### src/rtl/lcd_pkg.sv
// lcd_pkg: shared constants, FSM encoding and the character-field helper for
// the LCD result writer.
`timescale 1ns/1ps
package lcd_pkg;

  typedef enum logic [1:0] {
    S_IDLE = 2'd0,
    S_CONV = 2'd1,
    S_ADDR = 2'd2,
    S_EMIT = 2'd3
  } state_t;

  localparam logic [7:0] CH_SPACE  = 8'h20;
  localparam logic [7:0] CH_MINUS  = 8'h2D;
  localparam logic [7:0] CH_ZERO   = 8'h30;
  localparam logic [7:0] CH_E      = 8'h45;
  localparam logic [7:0] CH_R      = 8'h52;
  localparam logic [7:0] CMD_LINE2 = 8'hC0;   // set DDRAM address, line 2 col 0

  // Character at field position pos (0 = leftmost/sign column, 5 = units).
  // bcd holds five digits, bcd[19:16] most significant.
  function automatic logic [7:0] field_char(input logic [2:0]  pos,
                                            input logic [19:0] bcd,
                                            input logic        neg,
                                            input logic        err);
    logic [2:0] lead;  // position of first displayed digit (units always shown)
    logic [3:0] d;
    logic [7:0] ch;
    lead = 3'd5;
    if (bcd[7:4]   != 4'd0) lead = 3'd4;
    if (bcd[11:8]  != 4'd0) lead = 3'd3;
    if (bcd[15:12] != 4'd0) lead = 3'd2;
    if (bcd[19:16] != 4'd0) lead = 3'd1;
    case (pos)
      3'd1:    d = bcd[19:16];
      3'd2:    d = bcd[15:12];
      3'd3:    d = bcd[11:8];
      3'd4:    d = bcd[7:4];
      default: d = bcd[3:0];
    endcase
    if (err) begin
      if (pos == 3'd3)                    ch = CH_E;
      else if (pos == 3'd4 || pos == 3'd5) ch = CH_R;
      else                                ch = CH_SPACE;
    end else if (pos >= lead) begin
      ch = CH_ZERO + {4'd0, d};
    end else if (neg && pos == lead - 3'd1) begin
      ch = CH_MINUS;
    end else begin
      ch = CH_SPACE;
    end
    return ch;
  endfunction

endpackage

### src/rtl/bin2bcd.sv
// bin2bcd: sequential shift-add-3 (double dabble) converter.
//   clk, rst_n : clock, async active-low reset
//   start      : load bin and begin; takes exactly 16 following cycles
//   bin        : 16-bit unsigned input
//   bcd        : 5-digit BCD result, bcd[19:16] most significant
//   done       : high in the cycle that performs the final shift, so bcd is
//                valid from the next cycle on
`timescale 1ns/1ps
module bin2bcd (
  input  logic        clk,
  input  logic        rst_n,
  input  logic        start,
  input  logic [15:0] bin,
  output logic [19:0] bcd,
  output logic        done
);

  logic [15:0] sh;
  logic [3:0]  cnt;
  logic        active;
  logic [15:0] adj_lo;

  // Only the low four digits need the add-3 correction: with a 16-bit input
  // the top digit is at most 3 before the last shift.
  always_comb begin
    adj_lo = bcd[15:0];
    for (int i = 0; i < 4; i++)
      if (bcd[4*i +: 4] >= 4'd5) adj_lo[4*i +: 4] = bcd[4*i +: 4] + 4'd3;
  end

  assign done = active && (cnt == 4'd15);

  always_ff @(posedge clk or negedge rst_n) begin
    if (!rst_n) begin
      sh     <= '0;
      bcd    <= '0;
      cnt    <= '0;
      active <= 1'b0;
    end else if (start) begin
      sh     <= bin;
      bcd    <= '0;
      cnt    <= '0;
      active <= 1'b1;
    end else if (active) begin
      bcd <= {bcd[18:16], adj_lo, sh[15]};
      sh  <= {sh[14:0], 1'b0};
      cnt <= cnt + 4'd1;
      if (cnt == 4'd15) active <= 1'b0;
    end
  end

endmodule

### src/rtl/lcd_result_writer.sv
// lcd_result_writer: formats a signed 16-bit result (or an error marker) as a
// right-aligned 6-character field on LCD line 2 and pushes the command and
// character words into a display FIFO.
//   clk      : clock
//   RST      : async active-low reset
//   START    : request (accepted only when idle)
//   VALUE    : two's-complement result, ERR : error flag, both sampled on accept
//   BUSY     : request in progress
//   WR_EN    : FIFO write strobe
//   DATA_OUT : {RS, byte}; 9'h000 whenever WR_EN is low
// Outputs are registered from the next-state, so the word on DATA_OUT always
// belongs to the current state.
`timescale 1ns/1ps
module lcd_result_writer
  import lcd_pkg::*;
#(
  parameter int         WIDTH     = 16,
  parameter logic [7:0] LINE_ADDR = CMD_LINE2,
  parameter int         FIELD     = 6
) (
  input  logic             clk,
  input  logic             RST,
  input  logic             START,
  input  logic [WIDTH-1:0] VALUE,
  input  logic             ERR,
  output logic             BUSY,
  output logic             WR_EN,
  output logic [8:0]       DATA_OUT
);

  state_t      state, nxt_state;
  logic [2:0]  idx, nxt_idx;
  logic        accept;
  logic        neg_q, err_q;
  logic [15:0] mag;
  logic [19:0] bcd;
  logic        conv_done;
  logic        nxt_wr;
  logic [8:0]  nxt_data;

  // |-32768| wraps to 16'h8000, which is exactly 32768 as unsigned.
  assign mag = VALUE[WIDTH-1] ? 16'(-VALUE) : 16'(VALUE);

  bin2bcd u_bin2bcd (
    .clk   (clk),
    .rst_n (RST),
    .start (accept && !ERR),
    .bin   (mag),
    .bcd   (bcd),
    .done  (conv_done)
  );

  always_comb begin
    nxt_state = state;
    nxt_idx   = idx;
    accept    = 1'b0;
    case (state)
      S_IDLE: if (START) begin
        accept    = 1'b1;
        nxt_state = ERR ? S_ADDR : S_CONV;
      end
      S_CONV: if (conv_done) nxt_state = S_ADDR;
      S_ADDR: begin
        nxt_state = S_EMIT;
        nxt_idx   = 3'd0;
      end
      S_EMIT: begin
        if (idx == 3'(FIELD-1)) begin
          nxt_state = S_IDLE;
          nxt_idx   = 3'd0;
        end else begin
          nxt_idx = idx + 3'd1;
        end
      end
      default: nxt_state = S_IDLE;
    endcase

    nxt_wr   = (nxt_state == S_ADDR) || (nxt_state == S_EMIT);
    nxt_data = 9'h000;
    if (nxt_state == S_ADDR)
      nxt_data = {1'b0, LINE_ADDR};
    else if (nxt_state == S_EMIT)
      nxt_data = {1'b1, field_char(nxt_idx, bcd, neg_q, err_q)};
  end

  always_ff @(posedge clk or negedge RST) begin
    if (!RST) begin
      state    <= S_IDLE;
      idx      <= 3'd0;
      neg_q    <= 1'b0;
      err_q    <= 1'b0;
      BUSY     <= 1'b0;
      WR_EN    <= 1'b0;
      DATA_OUT <= 9'h000;
    end else begin
      state    <= nxt_state;
      idx      <= nxt_idx;
      BUSY     <= (nxt_state != S_IDLE);
      WR_EN    <= nxt_wr;
      DATA_OUT <= nxt_data;
      if (accept) begin
        neg_q <= VALUE[WIDTH-1];
        err_q <= ERR;
      end
    end
  end

endmodule

### config.mk
export PLATFORM = sky130hd
export DESIGN_NAME = lcd_result_writer
export DESIGN_NICKNAME = d
export VERILOG_FILES = /design/src/rtl/lcd_pkg.sv /design/src/rtl/bin2bcd.sv /design/src/rtl/lcd_result_writer.sv
export SDC_FILE = /design/constraint.sdc
export NUM_CORES = 1
export LEC_CHECK = 0
export CORE_MARGIN = 2
export CORE_UTILIZATION = 61
export CTS_CLUSTER_DIAMETER = 50
export DETAILED_ROUTE_END_ITERATION = 6
export GPL_ROUTABILITY_DRIVEN = 0
export PLACE_DENSITY = 0.95
export SLEW_MARGIN = 20
export SYNTH_ARGS = -nofsm -noshare
export SYNTH_HDL_FRONTEND = slang
export SYNTH_SLANG_ARGS = --single-unit
export TNS_END_PERCENT = 10
### constraint.sdc
create_clock -name clk -period 6.6 [get_ports clk]
set_input_delay 1.32 -clock clk [delete_from_list [all_inputs] [get_ports clk]]
set_output_delay 1.32 -clock clk [all_outputs]
set_load 0.01 [all_outputs]
==> summary.md, run 1 <==
| Metric | Value |
|---|---|
| Status | finished clean |
| Hold Violations, Final | 0 |
| Drt total wl | slightly above 8000 um |
| DR vias/cell | roughly 6.1 |
| Total power | 2.05 mW |
| CTS Buf Count | 9 |
| GRT Residual Overflow | 0 |
| Setup violations, final | 0 |
| Initial antenna violation count | 0 |
| # IOs | 31 |
| Sequential area share after synthesis | 0.414 |
| Yosys top cell by area | dfrtp_1 |
| Sequential share of power | 0.369 |
| Post-synth EDFFs | 0 |
| Routed len/inst | between 15 and 20 um |
| Initial Utilization | 0.640 |
| Port bufs | 30 |
| CTS Buffer Depth | 2 |
| Mapped Avg Cell Area | 9.26 um2 |
| Clk_lat worst skew | 0.36 ns |
| # Max-Cap Violations | 0 |
| LEAKAGE | between 1.5 and 2 nW |
| Ys Warns | 0 |
| Cells resized by post-CTS repair | 0 |
| Synth-to-Final Area Change | 15.1% |
| CP bufs+invs | 1 |
| Dpl hpwl | between 5000 and 6000 um |
| Psw | ~0.91 mW |
| Most frequent cells in the layout | dfrtp_1 (58), nand2_1 (44), nor2_1 (35), o21ai_0 (34), clkdlybuf4s50_1 (29) |
| Fin nets | about 440 |
| Routed Antenna Nets | 0 |
| Commonest non-fill, non-tap cell in the layout | dfrtp_1 |
| Layout Cells excl Fill | between 400 and 500 |
| Total number of vias | roughly 3000 |
| Top cell by count, worst path | ha_1 |
| Clk pwr share | 0.152 |
| Hold Path Origin | u_bin2bcd.cnt[3]$_DFFE_PN0P_ |
| Post-synth ARST share | 1.00 |
| RR Startpoint | u_bin2bcd.bcd[9]$_DFFE_PN0P_ |
| Slowest stage cell on the critical path | a221oi_1 |
| Post-route setup TNS | 0 ns |
| Buffer type at the clock tree root | clkbuf_8 |
| Worst Clk Skew | about 0.0034 ns |
| VDD IR-drop max | around 310 uV |
| Yosys top cell area share | 0.414 |
| Cell Area, Synth | 3570 um2 |
| Largest net degree at the start of global routing | 60 |
| DRC viols | 0 |
| Share of layout cells above drive strength 1 | 0.0745 |
| CTS tree | yes |
| Relative slew slack | 0.309 |
| Worst hold path class | reg2reg |
| Post-CTS Hold Fix Bufs | 0 |
| Core ar. | 5570 um2 |
| Worst-path maximum fanout | 6 |
| Clk pin slew, worst setup/hold paths | 0.07 ns |
| Top cells by area, synth | dfrtp_1 (41%), mux2i_1 (7.3%), o21ai_0 (4.8%) |
| Chip height | slightly above 80 um |
| # H-tree levels | 3 |
| Fmax | approximately 0.3 GHz |
| CP startpoint kind | register |
| Worst slew pin tran | between 1 and 1.5 ns |
| Floorplan row count | 27 |
| Gr usage total | 0.271 |
| CTS Sinks | 59 |
| RSZ-0062 raised after global routing | no |
| Die ar. | around 6500 um2 |
| Die width | 80.5 um |
| Crit path capture type | register |
| Ant diodes | 0 |
| Max Slew Vio Count | 0 |
| Yosys cell types | between 50 and 60 |
| Mapped Cells | 385 |
| Comb power frac | 0.479 |
| Setup CP Type | reg2reg |
| Sw frac | 0.442 |
| Max incr delay on CP | ~0.52 ns |
| Worst-path cell chain | inv_1 > ha_1 > or3b_4 > o21ai_0 > nand2_1 > ha_1 > nand2b_1 > a2bb2oi_2 > a221oi_1 > a211oi_1 > or3_1 |
| Crit. Startpoint | u_bin2bcd.bcd[9]$_DFFE_PN0P_ |
| Pint | roughly 1.1 mW |
| Power per cell area | between 400 and 500 nW/um2 |
| Primary FF master, synth | dfrtp_1 |
| CP Data Required Time | 6.83 ns |
| Vias in the first global route | between 2000 and 3000 |
| Placed cells | ~470 |
| WP data arrival | between 3 and 4 ns |
| First-pass GRT wire length | about 13000 um |
| Number of fillers in the final layout | 355 |
| Setup Fix Bufs, Post-CTS | 0 |
| Starting DRC count in detailed routing | ~290 |
| Synthesized flop and latch total | 59 |
| DRT Pass-1 Iters | 5 |
| Critical path's top delay family | simple AND/OR/NAND/NOR gates |
| Final min period | about 3.3 ns |
| Tcrit/Tclk final | 0.506 |
| Synth Net Count | 418 |
synth_stat cells (3+ instances only):
cell type,number
dfrtp_1,59
o22ai_1,3
inv_1,19
a211oi_1,7
xnor2_1,19
nor2b_1,5
nand2b_1,8
nor3b_1,4
a221oi_1,3
clkbuf_1,15
nor2_1,35
nand3b_1,3
nor3_1,3
o21ai_0,34
o31ai_1,8
mux2i_1,26
nand2_1,44
or3_1,3
nand3_1,10
ha_1,13
mux2_2,4
xor2_1,4
a21oi_1,19
stage by stage:
stage                     hold slack [ns]   util  cell area (um2)  worst slack (ns)
after floorplan                     0.481      -             3570              3.78
after global placement              0.513  0.700             3900              3.04
after detailed placement            0.531  0.700             3900              2.95
after CTS                           0.548  0.733             4090              3.31
after global routing                0.571  0.736             4110              3.12
final                               0.552  0.736             4110              3.26
cell families after synthesis:
group	share of synthesized area
mux	0.0856
xor+xnor	0.0565
flops	0.414
fa+ha+maj	0.0456
buf+inv	0.0393
simple gates	0.185
compound gates	0.174
power groups by stage:
stage | clock (mW) | combinational (mW) | sequential (mW)
floorplan | 0 | 0.798 | 0.636
global placement | 0 | 0.888 | 0.738
detailed placement | 0 | 0.954 | 0.756
CTS | 0.314 | 0.966 | 0.750
global route | 0.332 | 1.09 | 0.780
finish | 0.313 | 0.981 | 0.757
tightest hold or removal path, delay by kind of cell, from the launching register on:
kind / cells / cell delay, ns
DFF: 1 / 0.36
and+or+nand+nor: 1 / 0.08
xor gates and xnor gates: 1 / 0.07
registers in the layout, summed over array words and instances, names as in the netlist:
name,flops
idx,3
u_bin2bcd.sh,16
BUSY,1
u_bin2bcd.bcd,20
WR_EN,1
DATA_OUT,9
neg_q,1
err_q,1
u_bin2bcd.cnt,4
state,2
u_bin2bcd.active,1
final cells by class:
class | count | area, um2 | share of cell area
Sequential cell | 59 | 1480 | 0.360
Inverter | 20 | 75.1 | 0.0183
Multi-Input combinational cell | 289 | 1960 | 0.477
Timing Repair Buffer | 32 | 323 | 0.0786
Tap cell | 72 | 90.1 | 0.0219
Clock inverter | 2 | 10.0 | 0.00244
Clock buffer | 14 | 173 | 0.0421
routing by layer:
layer | global-route usage | wire length (um) | vias to the layer above | share of wire
met5 | 0 | 0 | - | 0
met4 | 0.142 | 280 | 0 | 0.034
met3 | 0.0685 | 491 | 32 | 0.060
met2 | 0.447 | 4020 | 124 | 0.50
met1 | 0.325 | 3330 | 1433 | 0.41
li1 | - | - | 1407 | -
path summary, 6_finish.rpt:
kind / endpoint / depth (start not counted) / slack (ns)
min reg2reg: u_bin2bcd.cnt[3]$_DFFE_PN0P_ / 2 / 0.55
max reg2reg: DATA_OUT[2]$_DFF_PN0_ / 11 / 3.26
max: DATA_OUT[2]$_DFF_PN0_ / 11 / 3.26
max in group asynchronous: u_bin2bcd.active$_DFF_PN0_ / 2 / 4.95
min: u_bin2bcd.cnt[3]$_DFFE_PN0P_ / 2 / 0.55
min in group asynchronous: u_bin2bcd.bcd[13]$_DFFE_PN0P_ / 2 / 1.10
(Power assumes the default switching activity.)
==> inputs of run 2 (changes only) <==
- CORE_UTILIZATION: 61 -> 52
- PLACE_DENSITY: 0.95 -> 0.87
- clock period: 6.6 -> 2.7 ns (I/O delays scaled with it)
==> summary.md, run 2 (same netlist as run 1, synthesis figures left out) <==
| Metric | Value |
|---|---|
| Vias in the first global route | 2892 (+0.77%) |
| GRT Residual Overflow | 0 (unchanged) |
| Core ar. | 6720 um2 (+21%) |
| CTS Buf Count | 9 (unchanged) |
| Port bufs | 30 (unchanged) |
| VDD IR-drop max | 539 uV (+73%) |
| Starting DRC count in detailed routing | 160 (-44%) |
| Worst slew pin tran | 0.716 ns (-0.320 ns) |
| Worst Clk Skew | 0.0108 ns (+0.00745 ns) |
| Worst-path cell chain | inv_2 > ha_4 > or3b_4 > o21ai_2 > nand2_1 > ha_1 > nand2b_4 > and2_4 > a221oi_4 > a211oi_2 > or3_1 |
| Final Worst Setup Slack | -0.0621 ns (-3.32 ns) |
| DRC viols | 0 (unchanged) |
| Status | complete, but fails checks |
| First-pass GRT wire length | 12900 um (-2.2%) |
| Final min period | 2.76 ns (-0.580 ns) |
| # IOs | 31 (unchanged) |
| Crit. Startpoint | u_bin2bcd.bcd[9]$_DFFE_PN0P_ |
| CTS Sinks | 59 (unchanged) |
| Total number of vias | 3010 (+0.47%) |
| Buffer type at the clock tree root | clkbuf_8 |
| Routed Antenna Nets | 0 (unchanged) |
| Gr usage total | 0.222 (-0.0489) |
| Relative slew slack | 0.523 (+0.214) |
| Initial antenna violation count | 0 (unchanged) |
| CP startpoint kind | register |
| Chip height | 86.8 um (+7.9%) |
| Synth-to-Final Area Change | 20.8% |
| Final Util | 0.641 (-0.0951) |
| Crit path capture type | register |
| Drt total wl | 8070 um (-0.73%) |
| DRT Pass-1 Iters | 5 (unchanged) |
| CP Data Required Time | 2.93 ns (-3.90 ns) |
| Max Slew Vio Count | 0 (unchanged) |
| Die width | 86.8 um (+7.9%) |
| Most frequent cells in the layout | dfrtp_1 (58), nand2_1 (44), nor2_1 (35), o21ai_0 (33), clkdlybuf4s50_1 (29) |
| Fin nets | 462 (+4.1%) |
| Hold WS | 0.231 ns (-0.321 ns) |
| Hold Violations, Final | 0 (unchanged) |
| Tcrit/Tclk final | 1.02 (+0.517) |
| Dpl hpwl | 5620 um (+0.77%) |
| Share of layout cells above drive strength 1 | 0.141 (+0.0660) |
| CTS tree | yes |
| Setup violations, final | 2 (+2) |
| Max FFs per register | 20 (unchanged) |
| CTS Buffer Depth | 2 (unchanged) |
| RSZ-0062 raised after global routing | yes |
| Top flop regs | u_bin2bcd.bcd (20), u_bin2bcd.sh (16), DATA_OUT (9) |
| Ant diodes | 0 (unchanged) |
| Clk_lat worst skew | 0.36 ns (about the same) |
| Biggest register | u_bin2bcd.bcd |
| WP data arrival | 2.99 ns (-0.58 ns) |
| RR Startpoint | u_bin2bcd.bcd[9]$_DFFE_PN0P_ |
| Layout Cells excl Fill | 514 (+5.3%) |
| Area after DPL | 4050 um2 (+3.7%) |
| Setup slack at placement | -0.0892 ns (-3.04 ns) |
| DR vias/cell | 5.86 (-4.6%) |
| Clk pin slew, worst setup/hold paths | 0.08 ns (about the same) |
| Commonest non-fill, non-tap cell in the layout | dfrtp_1 |
| Floorplan row count | 30 (+11%) |
| Worst hold path class | in2async |
| Routed len/inst | 15.7 um (-5.7%) |
| # Max-Cap Violations | 0 (unchanged) |
| Slowest stage cell on the critical path | dfrtp_1 |
| Initial Utilization | 0.531 (-0.109) |
| Setup CP Type | reg2reg |
| Fmax | 0.362 GHz (+21%) |
| Die ar. | 7540 um2 (+16%) |
| Fin area | 4310 um2 (+5.0%) |
| Placed cells | 494 (+4.9%) |
| Max incr delay on CP | 0.40 ns (-0.12 ns) |
| # H-tree levels | 3 (unchanged) |
| Violated checks | negative setup slack |
| Worst-path maximum fanout | 3 (-3) |
| LEAKAGE | 1.90 nW (+5.3%) |
| Post-CTS Hold Fix Bufs | 0 (unchanged) |
| Largest net degree at the start of global routing | 58 (-3.3%) |
| Power per cell area | 1240 nW/um2 (+150%) |
-- run 2: area by class of cell --
cell class	instances	area (um2)
clock buffer	9	124
clock inverter	7	58.8
fill	531	2410
inverter	20	75.1
multi-input combinational	289	2020
sequential	59	1480
tap	80	100
timing repair buffer	50	458
-- run 2: stage by stage --
step	setup TNS, ns	power (mW)
2_1_floorplan	0	3.53
3_3_place_gp	0	4.18
3_5_place_dp	-0.119	4.33
4_1_cts	-0.0274	5.21
5_1_grt	-0.286	5.73
6_report	-0.0785	5.35
-- run 2: per-layer routing --
metal,routed length [um],global-route usage
met5,0,0
met4,169,0.0866
met3,437,0.0590
met2,4000,0.384
met1,3460,0.261
-- run 2: final timing paths --
check | cells past startpoint | slack, ns | end
hold / removal | 1 | 0.23 | u_bin2bcd.bcd[19]$_DFFE_PN0P_
hold reg to reg | 2 | 0.53 | u_bin2bcd.bcd[0]$_DFFE_PN0P_
min in group clk | 2 | 0.53 | u_bin2bcd.bcd[0]$_DFFE_PN0P_
max in group asynchronous | 2 | 1.75 | u_bin2bcd.sh[7]$_DFFE_PN0P_
setup / recovery | 11 | -0.06 | DATA_OUT[2]$_DFF_PN0_
setup reg to reg | 11 | -0.06 | DATA_OUT[2]$_DFF_PN0_
-- run 2: report_power, final --
part	switching [mW]	leakage (nW)	internal [mW]
logic	1.57	1.07	1.38
clock network	0.412	0.0868	0.345
registers	0.384	0.744	1.26
-- run 2: critical path, delay by kind of cell, from the launching register on --
kind	cells	cell delay, ns
buffers and inverters	1	0.09
adder cells (fa/ha/maj)	2	0.45
flip-flops	1	0.40
AO/OA/AOI/OAI	3	0.53
AND/OR/NAND/NOR	5	1.17
-- run 2: timing repair --
item                       in CTS  in global routing
pin swaps                       5                  6
setup buffers                   2                  2
setup endpoints to repair       2                  4
cloned                          0                  0
gates resized for setup         5                  4
==> inputs of run 3 (changes only) <==
- ABC_AREA: default -> 1
- MAX_ROUTING_LAYER: default -> met4
==> summary.md, run 3 <==
| Metric | Value |
|---|---|
| First-pass GRT wire length | 13100 um (+1.0%) |
| Reg2reg setup slack | 0.29 ns (+0.36 ns) |
| Biggest register | u_bin2bcd.bcd |
| Post-synth EDFFs | 0 (unchanged) |
| Worst slew pin tran | 0.636 ns (-0.0797 ns) |
| Post-synth ARST share | 1.00 (unchanged) |
| Relative slew slack | 0.576 (+0.0531) |
| RR Startpoint | u_bin2bcd.bcd[8]$_DFFE_PN0P_ |
| Total number of vias | 3038 (+0.93%) |
| Tcrit/Tclk final | 0.891 (-0.132) |
| Port bufs | 30 (unchanged) |
| CP bufs+invs | 3 (+2) |
| CTS Buffer Depth | 2 (unchanged) |
| # IOs | 31 (unchanged) |
| Top cell by count, worst path | nand2_1 |
| Synthesized flop and latch total | 59 (unchanged) |
| Power per cell area | 1260 nW/um2 (+1.3%) |
| Area after DPL | 3870 um2 (-4.4%) |
| Simple-gate share of the synthesized area | 0.243 (+0.0582) |
| CP Data Required Time | 2.92 ns (about the same) |
| Ant diodes | 0 (unchanged) |
| Fmax | 0.416 GHz (+15%) |
| Primary FF master, synth | dfrtp_1 |
| Fin nets | 514 (+11%) |
| Crit path capture type | register |
| Total power | 5.15 mW (-3.9%) |
| CP startpoint kind | register |
| Final Util | 0.637 (-0.00468) |
| Synth-to-Final Area Change | 17.2% |
| Chip height | 85.9 um (-1.0%) |
| Max incr delay on CP | 0.42 ns (+0.02 ns) |
| Max FFs per register | 20 (unchanged) |
| DRT Pass-1 Iters | 4 (-1) |
| Initial antenna violation count | 0 (unchanged) |
| Largest net degree at the start of global routing | 34 (-41%) |
| Worst Clk Skew | 0.00802 ns (-0.00279 ns) |
| Gr usage total | 0.232 (+0.00982) |
| Layout Cells excl Fill | 563 (+9.5%) |
| CTS tree | yes |
| Routed len/inst | 13.1 um (-17%) |
| Yosys cell types | 41 (-23%) |
| Worst-path maximum fanout | 6 (+3) |
| Main combinational cell family by area after synthesis | simple AND/OR/NAND/NOR gates |
| Setup violations, final | 0 (-2) |
| Buffer type at the clock tree root | clkbuf_8 |
| Die ar. | 7380 um2 (-2.0%) |
| Top-count cell post-synth | nand2_1 |
| Post-route setup TNS | 0 ns (+0.0785 ns) |
| Hold Violations, Final | 0 (unchanged) |
| DR vias/cell | 5.40 (-7.9%) |
| Yosys top cell area share | 0.423 (+0.00906) |
| Yosys top cell by area | dfrtp_1 |
| Top flop regs | u_bin2bcd.bcd (20), u_bin2bcd.sh (16), DATA_OUT (9) |
| Number of fillers in the final layout | 538 (+1.3%) |
| Sequential area share after synthesis | 0.423 (+0.00906) |
| Worst-path cell chain | inv_1 > ha_1 > nand2_1 > nor2_1 > o31ai_1 > a21oi_1 > inv_1 > ha_1 > nor2_1 > nand3_1 > nand2_1 > nand2_1 > nand2_1 > nand2_2 > inv_2 > nand2_1 > nand2_1 > a21oi_1 |
| Drt total wl | 7370 um (-8.7%) |
| Synth Net Count | 478 (+14%) |
| # H-tree levels | 3 (unchanged) |
| Setup Fix Bufs, Post-CTS | 0 (-2) |
| Setup CP Type | reg2reg |
| Mapped Avg Cell Area | 7.84 um2 (-15%) |
| CTS Buf Count | 9 (unchanged) |
| # Max-Cap Violations | 0 (unchanged) |
| DRC viols | 0 (unchanged) |
| Fin area | 4090 um2 (-5.1%) |
| Max Slew Vio Count | 0 (unchanged) |
| RSZ-0062 raised after global routing | no |
| Compound-Gate Fraction of Synth Area | 0.166 (-0.00802) |
| Core ar. | 6420 um2 (-4.4%) |
| Initial Utilization | 0.543 (+0.0126) |
| Worst hold path class | in2async |
| Commonest non-fill, non-tap cell in the layout | nand2_1 |
| Dpl hpwl | 5370 um (-4.4%) |
| WP data arrival | 2.63 ns (-0.36 ns) |
| Routed Antenna Nets | 0 (unchanged) |
| Most frequent cells in the layout | nand2_1 (100), inv_1 (68), dfrtp_1 (59), nor2_1 (33), nand3_1 (30) |
| Critical path's top delay family | simple AND/OR/NAND/NOR gates |
| Status | finished clean |
| Cell Area, Synth | 3490 um2 (-2.1%) |
| Slowest stage cell on the critical path | dfrtp_1 |
| Clk_lat worst skew | 0.35 ns (about the same) |
| GRT Residual Overflow | 0 (unchanged) |
| Post-CTS Hold Fix Bufs | 0 (unchanged) |
| Clk pin slew, worst setup/hold paths | 0.07 ns (about the same) |
| Die width | 85.9 um (-1.0%) |
| Top cells by area, synth | dfrtp_1 (42%), nand2_1 (11%), inv_1 (7.3%) |
| Share of layout cells above drive strength 1 | 0.0905 (-0.0500) |
| VDD IR-drop max | 455 uV (-16%) |
| Crit. Startpoint | u_bin2bcd.bcd[8]$_DFFE_PN0P_ |
| Mapped Cells | 445 (+16%) |
| Starting DRC count in detailed routing | 174 (+8.8%) |
| Post-synthesis mux area share | 0.00323 (-0.0824) |
| Post-synthesis adder-cell area fraction | 0.0466 (+0.000998) |
| Floorplan row count | 29 (-3.3%) |
| Post-synth top cells | nand2_1 (100), inv_1 (68), dfrtp_1 (59), nor2_1 (33), nand3_1 (30) |
| Cells resized by post-CTS repair | 0 (-5) |
| Final min period | 2.41 ns (-0.357 ns) |
| CTS Sinks | 59 (unchanged) |
| LEAKAGE | 1.98 nW (+3.8%) |
| Xor and xnor area share after synthesis | 0.0251 (-0.0314) |
| Vias in the first global route | 3031 (+4.8%) |
| Placed cells | 547 (+11%) |
| Ys Warns | 0 (unchanged) |
## run 3: cell types whose count changed in the layout (fill, tap and decap cells not counted), moves of 6 or more
cell      previous run  this run
or2_2                0         6
buf_4               19         4
o31ai_1              8         2
mux2i_1             26         0
a211oi_1             6         0
nand2_1             44       100
inv_1               17        68
nand2_2              0         6
nand3_1             10        30
o21ai_0             33        27
nand2b_1             7         0
o22ai_1              3        17
o221ai_1             0         8
xnor2_1             19         3
## run 3: worst register-to-register path: stages (launching register included)
cell and delay (ns):
dfrtp_1 0.42, inv_1 0.11, ha_1 0.20, nand2_1 0.07, nor2_1 0.12, o31ai_1 0.09, a21oi_1 0.19, inv_1 0.07
ha_1 0.30, nor2_1 0.11, nand3_1 0.08, nand2_1 0.06, nand2_1 0.05, nand2_1 0.07, nand2_2 0.09, inv_2 0.05
nand2_1 0.08, nand2_1 0.08, a21oi_1 0.06
## run 3: routing by layer
layer | up-vias | part of all wire | track usage
met3 | 8 | 0.052 | 0.0491
met1 | 1412 | 0.45 | 0.279
met5 | - | 0 | -
li1 | 1541 | - | -
met4 | 0 | 0.016 | 0.0981
met2 | 77 | 0.48 | 0.377
## run 3: metrics by stage
stage | hold WS (ns) | setup slack, ns
floorplan | 0.244 | 0.550
global placement | 0.467 | 0.371
global route | 0.274 | 0.0522
finish | 0.213 | 0.294
CTS | 0.231 | 0.305
detailed placement | 0.481 | 0.311
## run 3: area by class of cell
class / count / area, um2 / area share
Clock buffer: 12 / 145 / 0.0355
Clock inverter: 4 / 73.8 / 0.0181
Inverter: 70 / 263 / 0.0643
Multi-Input combinational cell: 306 / 1690 / 0.413
Sequential cell: 59 / 1480 / 0.361
Tap cell: 77 / 96.3 / 0.0236
Timing Repair Buffer: 35 / 345 / 0.0845
## run 3: kinds of logic after synthesis
kind of cell	after synthesis
buffers and inverters	80
muxes	1
xor gates and xnor gates	10
DFF	59
adders and majority gates	13
and+or+nand+nor	192
AOI/OAI and AO/OA	90
## run 3: final timing paths
check                                           endpoint  cells after the start
min in group clk            u_bin2bcd.sh[12]$_DFFE_PN0P_                      2
setup / recovery                   DATA_OUT[0]$_DFF_PN0_                     18
max in group asynchronous    u_bin2bcd.sh[9]$_DFFE_PN0P_                      2
hold / removal             u_bin2bcd.bcd[10]$_DFFE_PN0P_                      1
hold reg to reg             u_bin2bcd.sh[12]$_DFFE_PN0P_                      2
setup reg to reg                   DATA_OUT[0]$_DFF_PN0_                     18
## run 3: where the power goes
group | total, mW | switching [mW] | internal, mW
combinational | 2.70 | 1.65 | 1.05
sequential | 1.54 | 0.276 | 1.27
clock | 0.904 | 0.358 | 0.546
==> variant, RTL diff (config.mk and constraints of run 2) <==
Remove the register `DATA_OUT`: a continuous assignment takes its place, so the output `DATA_OUT` follows one clock earlier. Comments in the files are not updated.
--- a/src/rtl/lcd_result_writer.sv
+++ b/src/rtl/lcd_result_writer.sv
@@ -91,13 +91,11 @@
       err_q    <= 1'b0;
       BUSY     <= 1'b0;
       WR_EN    <= 1'b0;
-      DATA_OUT <= 9'h000;
     end else begin
       state    <= nxt_state;
       idx      <= nxt_idx;
       BUSY     <= (nxt_state != S_IDLE);
       WR_EN    <= nxt_wr;
-      DATA_OUT <= nxt_data;
       if (accept) begin
         neg_q <= VALUE[WIDTH-1];
         err_q <= ERR;
@@ -105,5 +103,7 @@
     end
   end
 
+  assign DATA_OUT = nxt_data;
+
 endmodule
 
Check against the original RTL: not equivalent (Yosys sat finds a counterexample within 4 cycles, from zero or initial values and one cycle with RST low).
==> variant against run 2 <==
Register-to-register slack improved by 0.81 ns. Sequential cell count shrank 9. Combinational power rose by 20%. Total power grew 2.8%. The run still ends with negative setup slack left. Critical endpoint is now DATA_OUT[0]. Sequential share of layout area is 5.3 points lower. Setup slack worse by 0.62 ns. Largest cell class unchanged. Wire length increased by 10%. Design area up 0.17%. Area after synthesis shrank 7.5%. Synthesized cell count shrank 3.4%.
==> variant: results (changes against run 2) <==
* H-tree depth reported by CTS at 2 (was 3)
* Worst-Margin Slew at 0.704 ns (was 0.716 ns)
* Class of the worst hold path: in2async (unchanged)
* DR iter-0 viols at 233 (was 160)
* Nets at 488 (was 462)
* Pre-Repair DR Iteration Count at 5 (unchanged)
* Failing checks: negative setup slack (unchanged)
* Avg Vias per Cell at 5.92 (was 5.86)
* First-pass GRT wire length at 14.8 mm (was 12.9 mm)
* Place WS at -0.745 ns (was -0.0892 ns)
* Syn avg cell area at 8.87 um2 (was 9.26 um2)
* Worst r2r path cells at 8 (was 11)
* Total GRT Usage at 25.9% (was 22.2%)
* CP Max Fanout at 4 (was 3)
* Leak Pwr at 1.96 nW (was 1.90 nW)
* Share of cells above drive strength 1 at 24.1% (was 14.1%)
* Root Driver: clkbuf_8 (unchanged)
* Worst vdd ir at 0.901 mV (was 0.539 mV)
* Async SR Flop Fraction at 100% (unchanged)
* Synth unique cells at 53 (unchanged)
* Primary FF master, synth: dfrtp_1 (unchanged)
* Final WL at 8.88 mm (was 8.07 mm)
* Clk slew on worst S/H paths at 0.10 ns (was 0.08 ns)
* Largest net degree at the start of global routing at 58 (unchanged)
* Reg2reg end: u_bin2bcd.sh[15]$_DFFE_PN0P_ (was DATA_OUT[2]$_DFF_PN0_)
* Final setup fails at 6 (was 2)
* CP Data Arrival Time at 2.84 ns (was 2.99 ns)
* Port bufs at 30 (unchanged)
* Total inserted antenna cells at 0 (unchanged)
* CTS Buffer Depth at 2 (unchanged)
* Top cells by area, synth: dfrtp_1 (38%), mux2i_1 (7.3%), o21ai_0 (5.3%) (was dfrtp_1 (41%), mux2i_1 (7.3%), o21ai_0 (4.8%))
* Yosys warns at 0 (unchanged)
* Sequential share of the synthesized area at 37.9% (was 41.4%)
* R2R Setup Slk at 0.75 ns (was -0.06 ns)
* Post-DP HPWL at 6.05 mm (was 5.62 mm)
* Worst r2r src: state[1]$_DFF_PN0_ (was u_bin2bcd.bcd[9]$_DFFE_PN0P_)
* Area after DPL at 0.00410 mm2 (was 0.00405 mm2)
* Syn_nets at 405 (was 418)
* Critical path endpoint: DATA_OUT[0] (was DATA_OUT[2]$_DFF_PN0_)
* Skew final at 0.0121 ns (was 0.0108 ns)
* Worst-Skew Late Latency at 0.31 ns (was 0.36 ns)
* Most frequent cells after synthesis: dfrtp_1 (50), nand2_1 (43), o21ai_0 (35) (was dfrtp_1 (59), nand2_1 (44), nor2_1 (35))
* Number of global-route vias before repair at 3172 (was 2892)
* Worst Setup SP: u_bin2bcd.bcd[9]$_DFFE_PN0P_ (unchanged)
* Final WS setup at -0.685 ns (was -0.0621 ns)
* Total CTS buffers at 5 (was 9)
* Biggest regs: u_bin2bcd.bcd (20), u_bin2bcd.sh (16), u_bin2bcd.cnt (4) (was u_bin2bcd.bcd (20), u_bin2bcd.sh (16), DATA_OUT (9))
* Initial antenna violation count at 0 (unchanged)
* Run status: finished, violations left (unchanged)
## variant: final cells by class
class                      count  area [um2]
sequential                    50        1250
inverter                      21        78.8
timing repair buffer          93         759
fill                         438        1920
tap                           77        96.3
clock inverter                 3        68.8
multi-input combinational    284        1990
clock buffer                   5        68.8
## variant: metal layers
metal	routed length (um)	track usage, %	up-vias	part of all wire [%]
li1	-	-	1476	-
met1	3580	31.0	1521	40
met2	4560	46.0	124	51
met3	436	4.65	37	4.9
met4	303	9.97	0	3.4
met5	0	0	-	0
## variant: critical path: stages, from the launching register on
cell and delay (ns):
dfrtp_1 0.41, inv_2 0.09, ha_4 0.13, or3b_4 0.39, buf_6 0.13, nand3b_1 0.23
ha_4 0.33, a31o_1 0.18, a21oi_2 0.06, or2_4 0.25, o211ai_1 0.18, buf_2 0.16
## variant: through the flow
stage / cells / TNS (ns) / total power, mW
3_3_place_gp: 519 / -3.53 / 4.38
4_1_cts: 530 / -2.74 / 5.30
6_report: 533 / -3.22 / 5.50
2_1_floorplan: 372 / -0.834 / 3.27
5_1_grt: 533 / -3.91 / 5.85
3_5_place_dp: 519 / -4.19 / 4.57
## variant: kinds of logic after synthesis
logic type               synth area share [%]
flip-flops                               37.9
adder cells (fa/ha/maj)                  4.93
multiplexers                             8.99
XOR/XNOR                                 6.33
AND/OR/NAND/NOR                          18.6
buffers and inverters                    4.44
AO/OA/AOI/OAI                            18.8
## variant: worst min path at each step
| stage | slack (ns) | end | cells after the start |
|---|---|---|---|
| 2_1_floorplan | 0.24 | BUSY$_DFF_PN0_ | 0 |
| 3_3_place_gp | 0.50 | u_bin2bcd.bcd[0]$_DFFE_PN0P_ | 2 |
| 3_5_place_dp | 0.52 | u_bin2bcd.cnt[3]$_DFFE_PN0P_ | 2 |
| 4_1_cts | 0.29 | u_bin2bcd.sh[7]$_DFFE_PN0P_ | 1 |
| 5_1_grt | 0.33 | neg_q$_DFFE_PN0P_ | 1 |
| 6_report | 0.27 | u_bin2bcd.sh[7]$_DFFE_PN0P_ | 1 |
## variant: timing repair
action,4_1_cts,5_1_grt
pin swaps,7,4
resized for setup,33,6
setup buffers,3,3
setup endpoints to repair,7,7
## variant: report_power, final
group	internal, mW	total (mW)	switching, mW
combinational	1.70	3.53	1.82
sequential	1.08	1.33	0.250
clock	0.371	0.641	0.270
